## src/rtl/core_pkg.sv

```systemverilog
// core_pkg: shared UART types, frame constants and nibble-to-ASCII helper
package core_pkg;
  localparam int UART_FRAME_BITS = 10;
  typedef enum logic [1:0] {IDLE, START, DATA, STOP} uart_state_t;
  function automatic logic [7:0] hex2ascii(input logic [3:0] v);
    return (v < 4'd10) ? 8'h30 + {4'h0, v} : 8'h37 + {4'h0, v};
  endfunction
endpackage

```

## src/rtl/out_hex_uart_tx_sync_fifo.sv

```systemverilog
// sync_fifo: show-ahead synchronous FIFO, read-first on simultaneous push/pop
module sync_fifo #(
  parameter int WIDTH = 4,
  parameter int DEPTH = 4
) (
  input  logic                     clk,
  input  logic                     reset,
  input  logic                     push,
  input  logic                     pop,
  input  logic [WIDTH-1:0]         din,
  output logic [WIDTH-1:0]         dout,
  output logic                     full,
  output logic                     empty,
  output logic [$clog2(DEPTH):0]   count
);
  localparam int AW = $clog2(DEPTH);
  logic [WIDTH-1:0] mem_q [DEPTH];
  logic [AW-1:0] wr_q, wr_d, rd_q, rd_d;
  logic [AW:0] count_q, count_d;
  logic do_push, do_pop;
  always_comb begin
    full = count_q == (AW+1)'(DEPTH);
    empty = count_q == '0;
    do_pop = pop && !empty;
    do_push = push && (!full || do_pop);
    wr_d = do_push ? wr_q + 1'b1 : wr_q;
    rd_d = do_pop ? rd_q + 1'b1 : rd_q;
    count_d = count_q + (AW+1)'(do_push) - (AW+1)'(do_pop);
  end
  always_ff @(posedge clk) begin
    if (reset) begin
      wr_q <= '0;
      rd_q <= '0;
      count_q <= '0;
    end else begin
      wr_q <= wr_d;
      rd_q <= rd_d;
      count_q <= count_d;
    end
  end
  always_ff @(posedge clk)
    if (do_push) mem_q[wr_q] <= din;
  assign dout = mem_q[rd_q];
  assign count = count_q;
endmodule

```

## src/rtl/out_hex_uart_tx.sv

```systemverilog
// out_hex_uart_tx: queues regO changes and sends each as an ASCII hex char on UART 8N1
module out_hex_uart_tx
  import core_pkg::*;
#(
  parameter int CLKS_PER_BIT = 868,
  parameter int FIFO_DEPTH   = 4
) (
  input  logic                          clk,
  input  logic                          reset,
  input  logic [3:0]                    out_data,
  input  logic                          en,
  output logic                          tx,
  output logic                          busy,
  output logic [$clog2(FIFO_DEPTH):0]   fifo_count,
  output logic                          overflow
);
  localparam int BW = $clog2(CLKS_PER_BIT);
  localparam logic [BW-1:0] BAUD_MAX = BW'(CLKS_PER_BIT - 1);
  localparam logic [2:0] LAST_BIT = 3'(UART_FRAME_BITS - 3);
  uart_state_t state_q, state_d;
  logic [BW-1:0] baud_q, baud_d;
  logic [2:0] bit_q, bit_d;
  logic [7:0] shift_q, shift_d;
  logic [3:0] last_q, last_d, dout;
  logic tx_q, tx_d, busy_q, busy_d, overflow_q, overflow_d;
  logic push, pop, full, empty, baud_end;
  sync_fifo #(.WIDTH(4), .DEPTH(FIFO_DEPTH)) u_fifo (
    .clk(clk), .reset(reset), .push(push), .pop(pop), .din(out_data),
    .dout(dout), .full(full), .empty(empty), .count(fifo_count)
  );
  // last_q always follows out_data so a change is seen once, even when en=0 or the push drops
  always_comb begin
    last_d = out_data;
    push = en && (out_data != last_q);
  end
  always_comb begin
    state_d = state_q;
    bit_d = bit_q;
    shift_d = shift_q;
    pop = 1'b0;
    baud_end = baud_q == BAUD_MAX;
    baud_d = (state_q == IDLE || baud_end) ? '0 : baud_q + 1'b1;
    case (state_q)
      IDLE: if (!empty) begin
        pop = 1'b1;
        shift_d = hex2ascii(dout);
        state_d = START;
      end
      START: if (baud_end) begin
        state_d = DATA;
        bit_d = '0;
      end
      DATA: if (baud_end) begin
        shift_d = shift_q >> 1;
        bit_d = bit_q + 1'b1;
        state_d = (bit_q == LAST_BIT) ? STOP : DATA;
      end
      STOP: if (baud_end) state_d = IDLE;
      default: state_d = IDLE;
    endcase
    tx_d = (state_d == START) ? 1'b0 : (state_d == DATA) ? shift_d[0] : 1'b1;
    busy_d = state_d != IDLE;
    overflow_d = overflow_q || (push && full && !pop);
  end
  always_ff @(posedge clk) begin
    if (reset) begin
      state_q <= IDLE;
      baud_q <= '0;
      bit_q <= '0;
      shift_q <= '0;
      last_q <= '0;
      tx_q <= 1'b1;
      busy_q <= 1'b0;
      overflow_q <= 1'b0;
    end else begin
      state_q <= state_d;
      baud_q <= baud_d;
      bit_q <= bit_d;
      shift_q <= shift_d;
      last_q <= last_d;
      tx_q <= tx_d;
      busy_q <= busy_d;
      overflow_q <= overflow_d;
    end
  end
  assign tx = tx_q;
  assign busy = busy_q;
  assign overflow = overflow_q;
endmodule
```

## config.mk

```make
export PLATFORM = sky130hd
export DESIGN_NAME = out_hex_uart_tx
export DESIGN_NICKNAME = d
export VERILOG_FILES = /design/src/rtl/core_pkg.sv /design/src/rtl/out_hex_uart_tx_sync_fifo.sv /design/src/rtl/out_hex_uart_tx.sv
export SDC_FILE = /design/constraint.sdc
export NUM_CORES = 1
export LEC_CHECK = 0
export CAP_MARGIN = 20
export CORE_MARGIN = 2
export CORE_UTILIZATION = 56
export CTS_BUF_LIST = sky130_fd_sc_hd__clkbuf_8
export DETAILED_ROUTE_END_ITERATION = 7
export HOLD_SLACK_MARGIN = 0.02
export PLACE_DENSITY = 0.86
export SLEW_MARGIN = 0
export SYNTH_ARGS = -nofsm -noshare
export SYNTH_HDL_FRONTEND = slang
export SYNTH_HIERARCHICAL = 1
export SYNTH_SLANG_ARGS = --single-unit
export TNS_END_PERCENT = 30
```

## constraint.sdc

```tcl
create_clock -name clk -period 2.6 [get_ports clk]
set_input_delay 0.52 -clock clk [delete_from_list [all_inputs] [get_ports clk]]
set_output_delay 0.52 -clock clk [all_outputs]
set_load 0.05 [all_outputs]
```

After elaboration in Yosys (flattened, before gate mapping):

Memories as Yosys holds them, arrays and structs flattened. A register that Yosys moved wholly into a read port is not among the register bits.
Cells that the tools add are included.

* bits in writable memories: 16
* memories: 1
* word-level logic and storage cells: 74
* register bits after elaboration: 37

Memories
* u_fifo.mem_q: depth 4, width 4, read ports 1, clocked after Yosys merged registers in 1, wr ports 1, line out_hex_uart_tx_sync_fifo.sv:17 `logic [WIDTH-1:0] mem_q [DEPTH];`

* reduce and logical (&&, ||, !) cells: 19
* equal/unequal tests: 12
* multiplexer cells: 21
* order comparisons: 1
* $add $sub $neg: 8

Operators with widths (number)
* $mux W8: 2
* $pmux W8 S2: 1
* $add A6 B4 Y7 const A: 2
* $mux W2: 6
* $add A10 B1 Y10 const B: 1
* $eq A10 B10 Y1 const B: 1
* $pmux W2 S4: 1
* $mux W1: 7
* $mux W7: 1
* $eq A2 B2 Y1 const B: 3
* $eq A3 B3 Y1 const B: 2
* $mux W3: 2
* $ne A2 B2 Y1 const B: 3
* $pmux W3 S2: 1
* $reduce_and A3 Y1: 2
* $reduce_bool A2 Y1: 3
* $logic_and A1 B1 Y1: 5
* $add A2 B1 Y2 const B: 2
* $eq A2 B1 Y1 const B: 2
* $lt A4 B4 Y1 const B: 1
* $ne A4 B4 Y1: 1
* $add A3 B1 Y3: 1
* $add A3 B1 Y3 const B: 1
* $logic_not A1 Y1: 3
* 5 further kinds: 7

Longest topological paths before layout:

Gate-level depths: netlist of run 1.

* depth in word-level cells: 8
* gate-level depth with buffers: 12
* gate-level depth less buffers: 11

Cells and area by module:

Netlist of run 1, hierarchy kept.

Modules (own cells, without submodules)
* out_hex_uart_tx: cells an instance 157, area each 1413.9 um^2, instances 1, seq. area each 580.6 um^2
* sync_fifo: cells an instance 67, area each 1069.8 um^2, instances 1, seq. area each 660.6 um^2

Least setup slack after synthesis of run 1:

No wires, ideal clock.

* kind: register to register
* from: register u_fifo.count_q[1], in the netlist u_fifo/count[1]
* to: register u_fifo.count_q[2], in the netlist u_fifo/count[2]
* required time: 2.474 ns
* arrival time: 2.913 ns
* setup slack: -0.440 ns
* clock period less this slack: 3.040 ns
* library setup time: 0.126 ns
* path buffers: 1
* cell stages (with the launch flop): 13
* path through: dfxtp_1 nor3_1 or3_1 clkbuf_1 inv_1 o31ai_2 or2_1 a21bo_2 ha_1 fa_1 xnor2_1 xnor2_1 nor2_1

* cells in the longest elaborated chain, start to end: 8
* elaborated cells on any way between the ends: 11

Ends and longest elaborated chain
* start, declared: line out_hex_uart_tx_sync_fifo.sv:19 `logic [AW:0] count_q, count_d;`
* start signal, assigned: line out_hex_uart_tx_sync_fifo.sv:38 `count_q <= count_d;`
* $logic_not A3 Y1 (*): line out_hex_uart_tx_sync_fifo.sv:23 `empty = count_q == '0;`
* net empty: line out_hex_uart_tx.sv:26 `logic push, pop, full, empty, baud_end;`
* $mux W1 (*): line out_hex_uart_tx.sv:44 `IDLE: if (!empty) begin`
* $mux W1 (*): line out_hex_uart_tx.sv:43 `case (state_q)`
* net pop: line out_hex_uart_tx.sv:26
* $logic_and A1 B1 Y1 (*): line out_hex_uart_tx_sync_fifo.sv:24 `do_pop = pop && !empty;`
* $logic_or A1 B1 Y1: line out_hex_uart_tx_sync_fifo.sv:25 `do_push = push && (!full || do_pop);`
* $logic_and A1 B1 Y1: line out_hex_uart_tx_sync_fifo.sv:25
* $add A3 B1 Y3: line out_hex_uart_tx_sync_fifo.sv:28 `count_d = count_q + (AW+1)'(do_push) - (AW+1)'(do_pop);`
* $sub A3 B1 Y3 (*): line out_hex_uart_tx_sync_fifo.sv:28

The timed path passes the listed nets; every way through them passes the cells marked *.
A chain may end at the register's enable or synchronous reset.

Worst setup path after layout of run 1:

* from: input out_data[2]
* to: register u_fifo.count_q[2], in the netlist u_fifo/count[2]

* cells in the longest elaborated chain, start to end: 5

Ends and longest elaborated chain
* start, declared: line out_hex_uart_tx.sv:10 `input logic [3:0] out_data,`
* $ne A4 B4 Y1: line out_hex_uart_tx.sv:34 `push = en && (out_data != last_q);`
* $logic_and A1 B1 Y1: line out_hex_uart_tx.sv:34
* net push: line out_hex_uart_tx.sv:26
* $logic_and A1 B1 Y1: line out_hex_uart_tx_sync_fifo.sv:25
* $add A3 B1 Y3: line out_hex_uart_tx_sync_fifo.sv:28
* $sub A3 B1 Y3: line out_hex_uart_tx_sync_fifo.sv:28

The timed path passes the listed nets, and every way through them passes these cells.

==> results of run 1 <==
-- repair_timing --
item	CTS	global route
setup buffers	0	1
pin swaps	4	3
resized for setup	6	1
endpoints found under the setup margin	1	1
cloned	0	0
endpoints found under the hold margin	0	0
-- kinds of logic after synthesis --
family / Yosys count
simple gates: 85
flops: 54
compound gates: 33
xor+xnor: 17
buf+inv: 17
fa+ha+maj: 10
mux: 8
-- power by group --
group | leakage, nW | switching, mW | internal [mW] | total, mW
clock | 0.0468 | 0.249 | 0.182 | 0.431
combinational | 0.587 | 0.567 | 0.472 | 1.04
sequential | 0.458 | 0.123 | 1.01 | 1.13
total | 1.09 | 0.939 | 1.66 | 2.60
-- final timing paths --
check	slack, ps	endpoint
setup / recovery	100	u_fifo/count[2]
hold / removal	460	shift_q[4]
setup reg to reg	220	u_fifo/count[1]
hold reg to reg	460	shift_q[4]
-- cell usage after synthesis (3+ instances only) --
cell / count / area, µm²
xor2_1: 9 / 78.83
clkbuf_1: 4 / 15.01
nand2b_1: 3 / 18.77
mux4_2: 4 / 90.09
ha_1: 9 / 112.6
a211oi_1: 3 / 22.52
nand2_1: 12 / 45.04
xnor2_1: 8 / 70.07
inv_1: 9 / 33.78
edfxtp_1: 16 / 480.5
a21oi_1: 8 / 40.04
and2_2: 4 / 30.03
nand3_1: 3 / 15.01
buf_2: 3 / 15.01
nor2_1: 33 / 123.9
a31oi_1: 4 / 25.02
dfxtp_1: 38 / 760.7
nor2b_1: 9 / 56.30
-- state kept, by name, summed over array words and instances (netlist names), named ones only --
signal / flops
u_fifo/count: 3
shift_q: 7
tx: 1
last_q: 4
u_fifo/mem_q: 16
state_q: 2
baud_q: 10
bit_q: 3
u_fifo/rd_q: 2
overflow: 1
u_fifo/wr_q: 2
busy: 1
-- metal layers --
layer,global-route usage,share of wire,vias up
li1,-,-,837
met1,0.2406,0.46,790
met2,0.3008,0.49,29
met3,0.03846,0.036,7
met4,0.06918,0.017,0
met5,0,0,-
-- final cells by class --
class,instances,share of cell area
clock buffer,5,0.02423
sequential,54,0.4383
multi-input combinational,153,0.4220
timing repair buffer,25,0.07621
clock inverter,3,0.004405
tap,52,0.02291
inverter,9,0.01189
-- stage by stage --
step	hold WS, ps	utilization	TNS (ps)	setup slack, ps	power [mW]
2_1_floorplan	429.7	-	0	16.64	1.860
3_3_place_gp	441.4	0.6337	-580.1	-363.0	2.126
3_5_place_dp	447.8	0.6337	-692.2	-408.7	2.162
4_1_cts	459.6	0.6545	0	13.18	2.612
5_1_grt	492.9	0.6568	0	21.08	2.765
6_report	460.5	0.6568	0	100.9	2.603
-- worst max-delay path: stages --
cell and delay [ps]:
dlygate4sd2_1 260, xor2_1 150, o41a_1 470, a21boi_4 160, a21bo_2 220, ha_2 180, fa_2 400, xnor2_2 160
xnor2_1 130, nor2_1 50
==> reports/summary.txt, run 1 <==
Status = finished clean
Ys flop type = dfxtp_1
GRT Total Usage = 0.1829
Post-Syn Area = 2484 µm²
Cells after synthesis = 224
Die Y = 70.60 µm
Top achievable clock speed = 400.1 MHz
Main combinational cell family by area after synthesis = simple AND/OR/NAND/NOR gates
CP Class = in -> reg
PortBufs = 12
Sequential-to-total area share from yosys stat = 0.4997
HP Start = shift_q[4]
Die ar. = 4984 µm²
First-pass DRT Iterations = 4
RePlAce Congestion = 0.7442
Die X = 70.60 µm
Net Count, Synth = 241
Most frequent cells in the layout = dfxtp_1 (35), nor2_1 (33), edfxtp_1 (16)
I/O pins = 13
Post-synthesis xor/xnor area fraction = 0.05995
GRT Residual Overflow = 0
Synth Area in Adders = 0.05340
Pwr dens = 916.3 nW/µm²
Root Driver = clkbuf_8
Relative slew slack = 0.6613
Number of global-route vias before repair = 1580
Worst Skew = 5.360 ps
Antenna violations before repair = 0
Avg Inst Size Synth = 11.09 µm²
Crit path from = out_data[2]
H-tree depth = 2
Hold Fails Final Rpt = 0
Cell area after layout = 2840 µm²
DP Area = 2740 µm²
Synth Area in Simple Gates = 0.1990
Final ANT Viol Nets = 0
# fillers = 324
Worst Path Required = 2790 ps
Leak = 1.092 nW
YS warnings = 6
Num rows = 24
Worst skew pair latency = 300 ps
Ys async rst share = 0
Syn-to-layout area delta = 14.36%
Mux contribution to synthesized area = 0.05542
Placed cells = 292
Clock Pin Slew Worst Setup and Hold Paths = 80 ps
Worst vdd ir = 785.1 µV
Worst Setup End Kind = register
Yosys cell types = 56
WHS Path Cells = 2
Post-synth EDFFs = 16
Final wirelength = 4224 µm
Nets@finish = 265
Crit share post-route = 0.9612
Hold_buf cts = 0
Initial Util = 0.5744
Worst-Margin Slew = 506.4 ps
Commonest non-fill, non-tap cell in the layout = dfxtp_1
CTS Buf Count = 5
Hpwl dp = 3113 µm
RSZ-0062 raised after global routing = no
N_diodes = 0
CTS tree = done
Final Setup Violations = 0
Reg2Reg Depth = 9
Max-slew violation count = 0
First-pass GRT wire length = 7224 µm
Multi-input gate area = 1199 µm²
Layout cell share with drive strength beyond 1 = 0.1968
WP data arrival = 2690 ps
Cell Count, Final, Fillers Out = 301
Via count = 1663
FF+latch count, synth = 54
Post-synthesis compound-gate area fraction = 0.1053
Worst R2R Start = u_fifo/count[1]
Starting DRT DRC Count = 78
Hold WC Path Type = reg -> reg
Max-Cap Viols = 0
Startpoint types = input port
DRC viols = 0
Sequential cell area = 1245 µm²
Routed len/inst = 14.03 µm
Core area = 4324 µm²
CTS Buffer Depth = 2
Clock sink count = 54
Crit path max fanout = 3
Largest net degree at the start of global routing = 31
Post-route minimum period = 2499 ps
Post-DR vias/cell = 5.525
Note: power is estimated with default switching activity, not from simulation.
==> inputs of run 2 (changes only) <==
PLACE_DENSITY = 0.78   (was 0.86)
==> run 2 against run 1 <==
- non-clock buffer count increased by 1
- wire length increased by 0.71%
- power increased by 4.3%
- combinational power about the same
- flip-flop and latch count unchanged
- die area unchanged
- register-to-register slack about the same
- sequential power about the same
- largest cell class unchanged
==> reports/summary.txt, run 2 (synthesis gave the netlist of run 1 again) <==
Crit share post-route = 0.9660 (+0.004825)
Combinational power share = 0.392 (-0.007)
Nets@finish = 266 (+0.38%)
Clock Pin Slew Worst Setup and Hold Paths = 90 ps (about the same)
Max-Cap Viols = 0 (unchanged)
Commonest non-fill, non-tap cell in the layout = dfxtp_1
Core area = 4324 µm² (unchanged)
Hold Fails Final Rpt = 0 (unchanged)
R2R Path End = u_fifo/count[2]
Die X = 70.60 µm (unchanged)
Relative slew slack = 0.6690 (+0.007660)
First-pass GRT wire length = 7590 µm (+5.1%)
N_diodes = 0 (unchanged)
Sequential cell area = 1245 µm² (unchanged)
First-pass DRT Iterations = 4 (unchanged)
Layout cell share with drive strength beyond 1 = 0.2040 (+0.007213)
Most frequent cells in the layout = dfxtp_1 (35), nor2_1 (33), edfxtp_1 (16)
Slowest CP cell = o41a_1
CP Class = in -> reg
# fillers = 338 (+4.3%)
Max-slew violation count = 0 (unchanged)
GRT Total Usage = 0.1947 (+0.01177)
Final wirelength = 4254 µm (+0.71%)
CP Cell Sequence = dlygate4sd2_1 > xor2_1 > o41a_1 > a21boi_4 > a21bo_2 > ha_2 > fa_2 > xnor2_2 > xnor2_1 > nor2_1
Num rows = 24 (unchanged)
Root Driver = clkbuf_8
Clock network power share = 0.196 (+0.030)
Reg2Reg Depth = 9 (unchanged)
Top flop regs = u_fifo/mem_q: 16 flops, baud_q: 10 flops, shift_q: 7 flops
Worst Path Required = 2780 ps (about the same)
PortBufs = 12 (unchanged)
WHS Path Cells = 2 (unchanged)
Largest stage delay on the critical path = 460 ps (about the same)
Die ar. = 4984 µm² (unchanged)
RSZ-0062 raised after global routing = no
Sw frac = 0.3462 (-0.01460)
Reg power frac = 0.412 (-0.023)
Worst skew pair latency = 300 ps (about the same)
Cell area after layout = 2875 µm² (+1.2%)
I/O pins = 13 (unchanged)
Hold WC Path Type = reg -> reg
CTS Buffer Depth = 2 (unchanged)
Leak = 1.113 nW (+1.9%)
Number of global-route vias before repair = 1578 (-0.13%)
Worst Skew = 6.305 ps (+0.9449 ps)
R2R Setup Slk = 220 ps (about the same)
Final Setup Violations = 0 (unchanged)
Multi-input gate area = 1201 µm² (+0.21%)
Cell internal pwr = 1.775 mW (+6.7%)
Antenna violations before repair = 0 (unchanged)
Switching Power = 0.9398 mW (about the same)
Routed len/inst = 14.09 µm (+0.38%)
HP Start = shift_q[3]
Worst R2R Start = last_q[2]
H-tree depth = 2 (unchanged)
Die Y = 70.60 µm (unchanged)
Setup bufs post-CTS = 0 (unchanged)
Largest net degree at the start of global routing = 31 (unchanged)
Via count = 1646 (-1.0%)
Crit path max fanout = 2 (-1)
Initial Util = 0.5744 (unchanged)
DRC viols = 0 (unchanged)
Clock sink count = 54 (unchanged)
Hold_buf cts = 0 (unchanged)
Final ANT Viol Nets = 0 (unchanged)
Worst hold path endpoint = shift_q[3]
Starting DRT DRC Count = 81 (+3.8%)
WP data arrival = 2690 ps (about the same)
Syn-to-layout area delta = 15.77%
CTS Buf Count = 5 (unchanged)
Status = finished clean
Hpwl dp = 3063 µm (-1.6%)
Pwr dens = 944.2 nW/µm² (+3.0%)
DP Area = 2755 µm² (+0.55%)
Worst Setup End Kind = register
GRT Residual Overflow = 0 (unchanged)
Max reg flops = 16 (unchanged)
Setup TNS = 0 ps (unchanged)
Top achievable clock speed = 398.2 MHz (-0.50%)
CTS tree = done
Worst-Margin Slew = 495.0 ps (-11.45 ps)
Post-route minimum period = 2512 ps (+12.54 ps)
RePlAce Congestion = 0.7723 (+3.8%)
Worst vdd ir = 913.9 µV (+16%)
Startpoint types = input port
Biggest register = u_fifo/mem_q
Post-DR vias/cell = 5.450 (-1.3%)
run 2: what timing repair did:
action                                  in CTS  in global routing
endpoints found under the setup margin       2                  2
pin swaps                                    1                  3
resized for setup                            6                  2
gates cloned                                 0                  0
run 2: per-layer routing:
metal / track usage / share of wire / vias to the layer above
li1: - / - / 832
met1: 0.2689 / 0.49 / 791
met2: 0.3071 / 0.48 / 19
met3: 0.04701 / 0.024 / 4
met4: 0.06289 / 0.011 / 0
met5: 0 / 0 / -
run 2: worst max-delay path: cells and delay by family:
kind                       cells  cell delay (ps)
AOI/OAI and AO/OA              3              840
and+or+nand+nor                1               60
adders and majority gates      2              540
xor gates and xnor gates       3              470
buffers and inverters          1              250
run 2: through the flow:
step | setup slack (ps) | total power, mW | hold WS [ps] | util | instances
finish | 88.39 | 2.715 | 472.0 | 0.6649 | 302
detailed placement | -448.9 | 2.174 | 459.3 | 0.6372 | 294
global route | 16.57 | 2.909 | 508.1 | 0.6649 | 302
CTS | 27.09 | 2.732 | 472.2 | 0.6638 | 302
global placement | -373.3 | 2.136 | 443.0 | 0.6372 | 294
floorplan | 16.64 | 1.860 | 429.7 | - | 224
run 2: final cells by class:
class                      count  share of cell area
sequential                    54              0.4330
multi-input combinational    153              0.4178
timing repair buffer          26             0.07789
clock buffer                   5             0.02393
tap                           52             0.02263
clock inverter                 3             0.01305
inverter                       9             0.01175
run 2: how the worst max path moves through the flow:
stage                          from               to
finish                  out_data[2]  u_fifo/count[2]
global route            out_data[2]  u_fifo/count[2]
CTS                     out_data[1]  u_fifo/count[1]
detailed placement      out_data[1]  u_fifo/count[2]
global placement        out_data[1]  u_fifo/count[2]
floorplan           u_fifo/count[2]  u_fifo/count[2]
run 2: power groups by stage:
stage | clock, mW | sequential (mW) | combinational [mW]
2_1_floorplan | 0 | 1.25 | 0.610
3_3_place_gp | 0 | 1.13 | 1.00
3_5_place_dp | 0 | 1.14 | 1.04
4_1_cts | 0.548 | 1.12 | 1.06
5_1_grt | 0.589 | 1.14 | 1.18
6_report | 0.533 | 1.12 | 1.06
==> RTL change 1 (config.mk and constraints of run 2) <==
The 4 states of `uart_state_t` get a Gray code encoding in 2 bits.
--- a/src/rtl/core_pkg.sv
+++ b/src/rtl/core_pkg.sv
@@ -2,5 +2,5 @@
 package core_pkg;
   localparam int UART_FRAME_BITS = 10;
-  typedef enum logic [1:0] {IDLE, START, DATA, STOP} uart_state_t;
+  typedef enum logic [1:0] {IDLE = 2'b00, START = 2'b01, DATA = 2'b11, STOP = 2'b10} uart_state_t;
   function automatic logic [7:0] hex2ascii(input logic [3:0] v);
     return (v < 4'd10) ? 8'h30 + {4'h0, v} : 8'h37 + {4'h0, v};
Behaviour: no difference found for any inputs over 10 cycles, from zero or initial values and one cycle with reset high; not proved beyond that.
==> RTL change 1 against run 2 <==
- first-iteration DRC count up 12%
- sequential cell count is the same
- utilization is 0.35 points lower
- total power increased by 6.1%
- routed wire length is 2.8% higher
- setup slack gained 0.086 ns
- critical path depth stayed put
- largest power group is now combinational logic
- synthesized area increased by 0.71%
- final area is 0.52% lower
==> RTL change 1: results <==
routing:
  route.met2.wl_mm: 2.05
  wl_met1_mm: 2.16
  vias_per_cell: 5.41
  finalWirelength_mm: 4.37
  dr.max_layer_used: "met4"
  drt_iter0_markers: 91
  wl_met3_um: 100
place:
  dp_slack_ns: -0.422
  post-dp-hpwl_mm: 3.08
  gp_congestion: 0.809
  place_area_mm2: 0.00274
logic_synthesis:
  synth_top_area_share_pct: 30.4
  yosys-top-cells-count: "dfxtp_1, nor2_1, edfxtp_1"
  netlist-cell-type-count: 49
  synth_warnings: 6
  ys_seq_area_share_pct: 49.6
  syn_nets: 243
  synthTopCellsByArea: "dfxtp_1, edfxtp_1, ha_1"
critical_path:
  cp_slowest_stage_delay_ns: 0.47
  crit_slowest_cell: "o41a_1"
  path_max_fanout: 3
cells_and_area:
  clk_share_pct: 3.15
  nFlopsAndLatches: 54
  inverters: 13
  multi_input_gates: 149
  num-fill-cells: 356
  regArea_mm2: 0.00124
  multi_input_area_share_pct: 41.3
  nonClkBufAreaFrac_pct: 8.09
  clockBufferCount: 6
  n_all_buffers: 27
  fin_nets: 271
  drive_gt1_share_pct: 19.1
  insertedDiodeCount: 0
power_and_ir_drop:
  comb-power_uw: 1300
  p_clk_share_pct: 16.0
  p_int_uw: 1800
  leakagePower_uw: 0.00111
  vdd_ir_drop_max_mv: 0.772
clock_tree:
  clock_path_buffers: 2
  cts_buffers: 5
  htreeDepth: 2
global_route:
  grt_usage_pct: 19.4
  grt_pass1_wl_mm: 7.63
  grt_pass1_vias: 1618
  grt_max_degree: 25
timing:
  clock_skew_ns: 0.00744
  max-slew-margin-rel_pct: 58.0
outcome:
  status: "finished, final reports clean"
## RTL change 1: per-layer routing
| layer | global-route usage [%] | vias to the layer above |
|---|---|---|
| met3 | 4.70 | 6 |
| met2 | 30.8 | 20 |
| li1 | - | 832 |
| met4 | 5.66 | 0 |
| met5 | 0 | - |
| met1 | 26.8 | 782 |
## RTL change 1: path summary, 6_finish.rpt
kind | start | endpoint | slack, ns | depth (start not counted)
worst max-delay path | out_data[2] | u_fifo/count[2] | 0.17 | 10
worst max register to register | state_q[1] | u_fifo/count[2] | 0.19 | 12
worst min register to register | baud_q[0] | baud_q[0] | 0.47 | 1
worst min-delay path | baud_q[0] | baud_q[0] | 0.47 | 1
## RTL change 1: what timing repair did
item,4_1_cts,5_1_grt
gates resized for setup,6,2
hold buffers,0,0
buffers inserted,1,1
pin swaps,4,3
endpoints found under the setup margin,1,1
endpoints found under the hold margin,0,0
## RTL change 1: stage by stage
| step | std cells | hold WS [ns] | total power (µW) | util [%] |
|---|---|---|---|---|
| global route | 303 | 0.520 | 3080 | 66.1 |
| floorplan | 222 | 0.426 | 2090 | - |
| CTS | 302 | 0.475 | 2880 | 65.8 |
| detailed placement | 293 | 0.455 | 2390 | 63.3 |
| finish | 303 | 0.475 | 2880 | 66.1 |
| global placement | 293 | 0.441 | 2340 | 63.3 |
## RTL change 1: cells by family (layout without fill, tap and decap cells)
family	after synthesis	in the layout	synth area share (%)
DFF	54	54	49.6
muxes	7	7	5.00
and+or+nand+nor	75	75	16.3
AOI/OAI and AO/OA	36	36	12.0
xor gates and xnor gates	17	17	5.95
buffers and inverters	19	48	3.80
adders and majority gates	14	14	7.30
==> RTL change 2 (settings of run 2) <==
Made on the original files. The parameter `CLKS_PER_BIT` goes from 868 to 1736.
--- a/src/rtl/out_hex_uart_tx.sv
+++ b/src/rtl/out_hex_uart_tx.sv
@@ -3,5 +3,5 @@
   import core_pkg::*;
 #(
-  parameter int CLKS_PER_BIT = 868,
+  parameter int CLKS_PER_BIT = 1736,
   parameter int FIFO_DEPTH   = 4
 ) (
Formal check against the unedited RTL: same outputs for any inputs over 10 cycles, from zero or initial values and one cycle with reset high; that may be too few to reach the edited logic, so the function may still have changed.
==> RTL change 2 against run 2 <==
- final area shrank 2.0%
- synthesized cell count grew 1.8%
- total power shrank 4.4%
- die area shrank 0.66%
- sequential cell count grew 1
- synthesized area shrank 0.71%
- utilization shrank 0.90 points
- setup slack gained 0.0050 ns
- routed wire length grew 0.59%
- critical path type unchanged
- largest cell class unchanged
==> RTL change 2: results <==
outcome:
  status: "finished, final reports clean"
clock_tree:
  cts_resized: 7
routing:
  vias: 1643
  drt_iter0_markers: 80
  wl_per_cell_um: 14.0
  vias_per_cell: 5.39
global_route:
  grt_pass1_wl_mm: 7.30
  grt_usage_pct: 18.9
  grt_pass1_vias: 1589
cells_and_area:
  reg_top3: "u_fifo/mem_q x16, baud_q x11, shift_q x7"
  num-fill-cells: 330
  fin_nets: 269
  drive_gt1_share_pct: 17.8
critical_path:
  path_max_fanout: 3
  crit_slowest_cell: "o41a_1"
logic_synthesis:
  yosys-top-cells-count: "dfxtp_1, nor2_1, nand2_1"
  synthTopCellsByArea: "dfxtp_1, edfxtp_1, ha_1"
  synth_edf_count: 16
  syn_inst: 228
  ys_seq_area_share_pct: 51.1
  syn_nets: 245
place:
  gp_congestion: 0.761
  post-dp-hpwl_mm: 3.01
  place_area_mm2: 0.00272
  placedCellCount: 297
  dp_slack_ns: -0.433
timing:
  clock_skew_ns: 0.00938
  max-slew-margin-rel_pct: 66.6
power_and_ir_drop:
  vdd_ir_drop_max_mv: 0.941
  leakagePower_uw: 0.00105
==> RTL change 2: changes by cell type after synthesis, moves of 3 or more <==
| cell | delta |
|---|---|
| nand2_1 | +5 |
| a211oi_1 | -3 |
| nor3_1 | +4 |
| clkbuf_1 | +3 |
| buf_2 | -3 |
| nand3_1 | +5 |
| nor2_1 | -8 |
==> RTL change 2: logic make-up after synthesis <==
group / count (synthesis) / share of synthesized area (%)
and+or+nand+nor: 86 / 18.8
xor gates and xnor gates: 19 / 6.75
muxes: 6 / 4.67
adders and majority gates: 10 / 5.38
DFF: 55 / 51.1
buffers and inverters: 18 / 2.89
AOI/OAI and AO/OA: 34 / 10.3
==> RTL change 2: final timing paths <==
path / to / slack, ns / start / cells past startpoint
worst max-delay path: u_fifo/count[2] / 0.09 / out_data[2] / 10
worst min-delay path: baud_q[0] / 0.45 / baud_q[0] / 1
worst max register to register: u_fifo/count[2] / 0.22 / last_q[2] / 9
worst min register to register: baud_q[0] / 0.45 / baud_q[0] / 1
==> RTL change 2: final cells by class <==
type | count | area, µm² | area share (%)
inverter | 10 | 37.5 | 1.33
timing repair buffer | 25 | 213 | 7.55
tap | 52 | 65.1 | 2.31
clock inverter | 3 | 11.3 | 0.400
sequential | 55 | 1260 | 44.9
multi-input combinational | 155 | 1160 | 41.0
clock buffer | 5 | 68.8 | 2.44
==> RTL change 2: power by group <==
part / leakage, µW / internal, µW / total (µW) / switching [µW]
sequential: 0.000466 / 1030 / 1140 / 107
clock: 0.0000444 / 181 / 451 / 270
combinational: 0.000534 / 452 / 1010 / 556
==> RTL change 2: per-layer routing <==
metal,track usage [%],wire length (µm),vias up
li1,-,-,843
met1,24.9,2080,757
met2,28.3,1910,31
met3,6.20,163,12
met4,8.55,116,0
met5,0,0,-
